**src/rtl/seq_det_pkg.sv**
```systemverilog
// rtl/seq_det_pkg.sv - shared types and helpers for the programmable sequence detector
package seq_det_pkg;

  // Detection mode: OVERLAP keeps history after a match, NONOVERLAP restarts it
  typedef enum logic {
    MODE_OVERLAP    = 1'b0,
    MODE_NONOVERLAP = 1'b1
  } t_det_mode;

  // Widest counter the saturating helper supports
  localparam int unsigned SAT_MAX_W = 32;

  // Saturating increment of a value held in the low 'width' bits
  function automatic logic [SAT_MAX_W-1:0] sat_inc(input logic [SAT_MAX_W-1:0] val,
                                                   input int unsigned width);
    logic [SAT_MAX_W-1:0] max_v;
    if (width >= SAT_MAX_W) begin
      max_v = '1;
    end else begin
      max_v = (32'd1 << width) - 32'd1;
    end
    if (val >= max_v) begin
      return max_v;
    end
    return val + 32'd1;
  endfunction

endpackage

```
**src/rtl/seq_det_match_cnt.sv**
```systemverilog
// rtl/seq_det_match_cnt.sv - saturating match counter with priority clear
module seq_det_match_cnt
  import seq_det_pkg::*;
#(
  parameter int unsigned CNT_W = 16
) (
  input  logic             clk,
  input  logic             rst,
  input  logic             clr,
  input  logic             inc,
  output logic [CNT_W-1:0] count
);

  logic [CNT_W-1:0] count_q;
  logic [CNT_W-1:0] count_d;

  // Clear wins over a simultaneous increment; increment sticks at all ones
  always_comb begin
    count_d = count_q;
    if (clr) begin
      count_d = '0;
    end else if (inc) begin
      count_d = CNT_W'(sat_inc(SAT_MAX_W'(count_q), CNT_W));
    end
  end

  // Counter register
  always_ff @(posedge clk) begin
    if (rst) begin
      count_q <= '0;
    end else begin
      count_q <= count_d;
    end
  end

  assign count = count_q;

endmodule

```
**src/rtl/seq_det_prog.sv**
```systemverilog
// rtl/seq_det_prog.sv - runtime-programmable serial pattern detector
module seq_det_prog
  import seq_det_pkg::*;
#(
  parameter int unsigned          SEQ_LEN     = 8,
  parameter logic [SEQ_LEN-1:0]   DEF_PATTERN = 8'b10011001,
  parameter int unsigned          CNT_W       = 16
) (
  input  logic               clk,
  input  logic               rst,
  input  logic               cfg_wr,
  input  logic [SEQ_LEN-1:0] cfg_pattern,
  input  logic [SEQ_LEN-1:0] cfg_mask,
  input  logic               cfg_mode,
  input  logic               in_valid,
  input  logic               in_data,
  input  logic               cnt_clr,
  output logic               det_pulse,
  output logic [CNT_W-1:0]   det_count
);

  localparam int unsigned           FILL_W    = $clog2(SEQ_LEN + 1);
  localparam logic [FILL_W-1:0]     FILL_FULL = FILL_W'(SEQ_LEN);

  logic [SEQ_LEN-1:0] pattern_q, pattern_d;
  logic [SEQ_LEN-1:0] mask_q, mask_d;
  t_det_mode          mode_q, mode_d;
  logic [SEQ_LEN-1:0] hist_q, hist_d;
  logic [FILL_W-1:0]  fill_q, fill_d;
  logic               det_pulse_q, det_pulse_d;

  logic [SEQ_LEN-1:0] hist_nxt;
  logic [FILL_W-1:0]  fill_inc;
  logic               match;

  // Candidate window and masked compare for the bit presented this cycle;
  // a config write drops the bit, so it can never match
  always_comb begin
    hist_nxt = {hist_q[SEQ_LEN-2:0], in_data};
    fill_inc = (fill_q == FILL_FULL) ? fill_q : fill_q + FILL_W'(1);
    match    = in_valid && !cfg_wr && (fill_inc == FILL_FULL) &&
               (((hist_nxt ^ pattern_q) & mask_q) == '0);
  end

  // Next-state for config, history, fill level and the registered pulse
  always_comb begin
    pattern_d   = pattern_q;
    mask_d      = mask_q;
    mode_d      = mode_q;
    hist_d      = hist_q;
    fill_d      = fill_q;
    det_pulse_d = match;
    if (cfg_wr) begin
      pattern_d = cfg_pattern;
      mask_d    = cfg_mask;
      mode_d    = t_det_mode'(cfg_mode);
      hist_d    = '0;
      fill_d    = '0;
    end else if (in_valid) begin
      hist_d = hist_nxt;
      if (match && (mode_q == MODE_NONOVERLAP)) begin
        fill_d = '0;
      end else begin
        fill_d = fill_inc;
      end
    end
  end

  // State registers; reset discards any partial pattern and pending pulse
  always_ff @(posedge clk) begin
    if (rst) begin
      pattern_q   <= DEF_PATTERN;
      mask_q      <= '1;
      mode_q      <= MODE_OVERLAP;
      hist_q      <= '0;
      fill_q      <= '0;
      det_pulse_q <= 1'b0;
    end else begin
      pattern_q   <= pattern_d;
      mask_q      <= mask_d;
      mode_q      <= mode_d;
      hist_q      <= hist_d;
      fill_q      <= fill_d;
      det_pulse_q <= det_pulse_d;
    end
  end

  seq_det_match_cnt #(
    .CNT_W (CNT_W)
  ) u_match_cnt (
    .clk   (clk),
    .rst   (rst),
    .clr   (cnt_clr),
    .inc   (match),
    .count (det_count)
  );

  assign det_pulse = det_pulse_q;

endmodule

```
**config.mk**
```make
export PLATFORM = sky130hd
export DESIGN_NAME = seq_det_prog
export DESIGN_NICKNAME = d
export VERILOG_FILES = /design/src/rtl/seq_det_pkg.sv /design/src/rtl/seq_det_match_cnt.sv /design/src/rtl/seq_det_prog.sv
export SDC_FILE = /design/constraint.sdc
export NUM_CORES = 1
export LEC_CHECK = 0
export ABC_CLOCK_PERIOD_IN_PS = 3500
export CORE_ASPECT_RATIO = 0.9
export CORE_UTILIZATION = 56
export CTS_CLUSTER_DIAMETER = 80
export CTS_CLUSTER_SIZE = 14
export DETAILED_ROUTE_END_ITERATION = 10
export PLACE_DENSITY = 0.94
export SYNTH_ARGS = -nofsm -noshare
export SYNTH_HDL_FRONTEND = slang
export SYNTH_SLANG_ARGS = --single-unit
```
**constraint.sdc**
```tcl
create_clock -name clk -period 3.5 [get_ports clk]
set_input_delay 0.525 -clock clk [delete_from_list [all_inputs] [get_ports clk]]
set_output_delay 0.525 -clock clk [all_outputs]
set_load 0.02 [all_outputs]
```
==> results.yml <==
sta:
  final.setup_skew_ns: 0.00561
  slew_headroom_pct: 62.6
  rsz0062_at_grt: "no"
  fin_crit_ns: 2.47
  finalWorstSetupSlack_ns: 1.03
  max_freq_mhz: 404
  tns_ns: 0
  finalSetupViolCount: 0
  worstMarginPinSlew_ns: 0.556
  drv_slew: 0
  min_period_over_period_pct: 70.7
  hold_viol_final: 0
setup_path:
  critical_path.startpoint_type: "register"
  cp_max_fo: 15
  cp-end-kind: "register"
  rrSetupSlack_ns: 1.03
  slowest_stage: "and4_1"
  worstSetupPathType: "reg -> reg"
  cp_slowest_stage_delay_ns: 0.57
  crit_buf_inv: 2
  cp.arrival_ns: 2.66
  worstPathRequired_ns: 3.69
  path_delay_family: "simple AND/OR/NAND/NOR gates"
  critical_path.cell_chain: "inv_1 > ha_1 > a2111oi_0 > and4_1 > buf_4 > nand4_1 > mux2i_1"
job:
  maxCapViolations: 0
cts:
  ctsHoldBuffers: 0
  root_buffer: "clkbuf_8"
  cts_made_buffers: 5
  ctsResizeCount: 0
  htreeDepth: 2
  clock_sinks: 45
  clk_pin_slew_ns: 0.08
  cts_tree: "done"
  cts_max_path_buffers: 2
  post_cts_buffers: 0
  clock_latency_ns: 0.30
finish:
  area_delta_synth_final_pct: 19.8
  num_antenna_cells: 0
  drive_gt1_share_pct: 7.27
  layout.nets: 314
detailed_routing:
  viasPerCell: 6.11
  drc: 0
  dr.first_iter.drc_count: 195
  dr.pass1.iters: 4
  num_vias: 2048
  avgRoutedWirePerCell_um: 14.9
  drtAntennaViolNets: 0
  routed_wl_mm: 5.01
power_and_ir_drop:
  vdd_drop_max_uv: 306
  intPower_uw: 716
  comb_power_share_pct: 10.3
  p_seq_share_pct: 56.7
  power_switching_uw: 231
  clkPwrFrac_pct: 33.0
  p_leak_uw: 0.00117
  power_density_mw_per_mm2: 343
  p_sw_share_pct: 24.3
yosys:
  synth_commonest_cells: "45 x dfxtp_1, 25 x nor2_1, 19 x nand2_1, 16 x nor2b_1"
  ys.flop_type: "dfxtp_1"
  yosysWarningCount: 0
  synth_area_leaders: "dfxtp_1 39%, mux2i_1 6.5%, a211o_1 5.7%"
  synth_edf_count: 0
  ys_seq_area_share_pct: 39.1
  syn-num-nets: 282
  synth_top_area_share_pct: 39.1
  ys_types: 44
  yosysMostFrequentCell: "dfxtp_1"
  synthArstFlopShare_pct: 0
  synth_cells: 256
  synth_top_cell_by_area: "dfxtp_1"
  ys_ff_latch: 45
  syn_area_per_cell_sq_um: 9.00
  synthesis.area_sq_mm: 0.00230
placement:
  hpwlAfterDp_mm: 3.42
  gp_congestion: 0.863
  io_buffers: 39
  dp_slack_ns: 0.854
global_routing:
  grt_pass1_vias: 1848
  antenna_found_initial: 0
  grtUsageTotal_pct: 23.6
  grt_start_max_net_pins: 31
  grt_pass1_wl_mm: 8.41
  overflow: 0
floorplanning:
  die_area_sq_mm: 0.00437
  core.rowCount: 21
  floorplan.initialDensity_pct: 60.0
  die_w_um: 69.6
  io-pin-count: 40
  dieHeight_um: 62.8
  core_sq_mm: 0.00384
worst_hold_path:
  hold_class: "reg -> reg"
outcome:
  outcome: "completed"
-- per-stage QoR --
step           total power (uW)  cell area [sq um]  utilization (%)  instances  hold WS [ns]
2_1_floorplan               607               2300                -        256         0.423
4_1_cts                     948               2760             71.9        335         0.465
5_1_grt                     984               2760             71.9        335         0.481
6_report                    947               2760             71.9        335         0.465
3_3_place_gp                640               2680             69.8        327         0.454
3_5_place_dp                644               2680             69.8        327         0.454
-- placed cells by master (no fill, tap or decap), types with 4 or more instances in the layout --
cell              n
clkdlybuf4s50_1  39
nor2_1           25
dfxtp_1          45
buf_4             5
inv_1             5
nor3b_1           4
a41o_1            4
mux2i_1          15
xor2_1            8
nand2_1          19
clkbuf_8          5
and3_1            9
a31o_2            4
nand4_1           8
nor2b_1          16
nand3_1          12
a211o_1          15
a31oi_1           9
-- power by group through the flow --
stage                     sequential, uW  clock (uW)  combinational (uW)
after global routing                 539         338                 108
after floorplan                      545           0                61.9
after CTS                            536         315                96.6
after global placement               548           0                92.8
after detailed placement             548           0                95.9
final                                537         313                97.6
-- worst register-to-register path, delay by kind of cell (launching register included) --
kind                     cells  cell delay, ns
AND/OR/NAND/NOR              2            0.71
flip-flops                   1            0.42
buffers and inverters        2            0.40
AO/OA/AOI/OAI                1            0.35
adder cells (fa/ha/maj)      1            0.32
multiplexers                 1            0.16
-- metal layers --
layer,global-route usage [%],share of wire [%],vias up
met1,31.5,47,961
met2,38.0,46,72
li1,-,-,1002
met3,4.52,5.2,13
met5,0,0,-
met4,8.67,1.8,0
-- path summary, 6_finish.rpt --
check / cells after the start / start / end
min: 1 / mode_q / fill_q[3]
max reg2reg: 7 / fill_q[0] / u_match_cnt.count[14]
max: 7 / fill_q[0] / u_match_cnt.count[14]
min reg2reg: 1 / mode_q / fill_q[3]
-- area by class of cell --
| type | count | area (sq um) |
|---|---|---|
| Clock inverter | 2 | 10.0 |
| Clock buffer | 6 | 72.6 |
| Multi-Input combinational cell | 187 | 1270 |
| Timing Repair Buffer | 44 | 428 |
| Fill cell | 283 | 1080 |
| Sequential cell | 45 | 901 |
| Inverter | 5 | 18.8 |
| Tap cell | 46 | 57.6 |
-- flip-flops by register name (all words and copies together), names as in the netlist --
register,count
det_pulse,1
u_match_cnt.count,16
fill_q,4
mode_q,1
hist_q,7
mask_q,8
pattern_q,8
-- kinds of logic (layout without fill, tap and decap cells) --
group | after synthesis | after routing | synth area share [%]
and+or+nand+nor | 107 | 107 | 24.6
AOI/OAI and AO/OA | 53 | 53 | 19.1
DFF | 45 | 45 | 39.1
buffers and inverters | 24 | 57 | 5.70
muxes | 15 | 15 | 6.52
xor gates and xnor gates | 9 | 9 | 3.42
adders and majority gates | 3 | 3 | 1.63
Note: power is estimated with default switching activity, not from simulation.
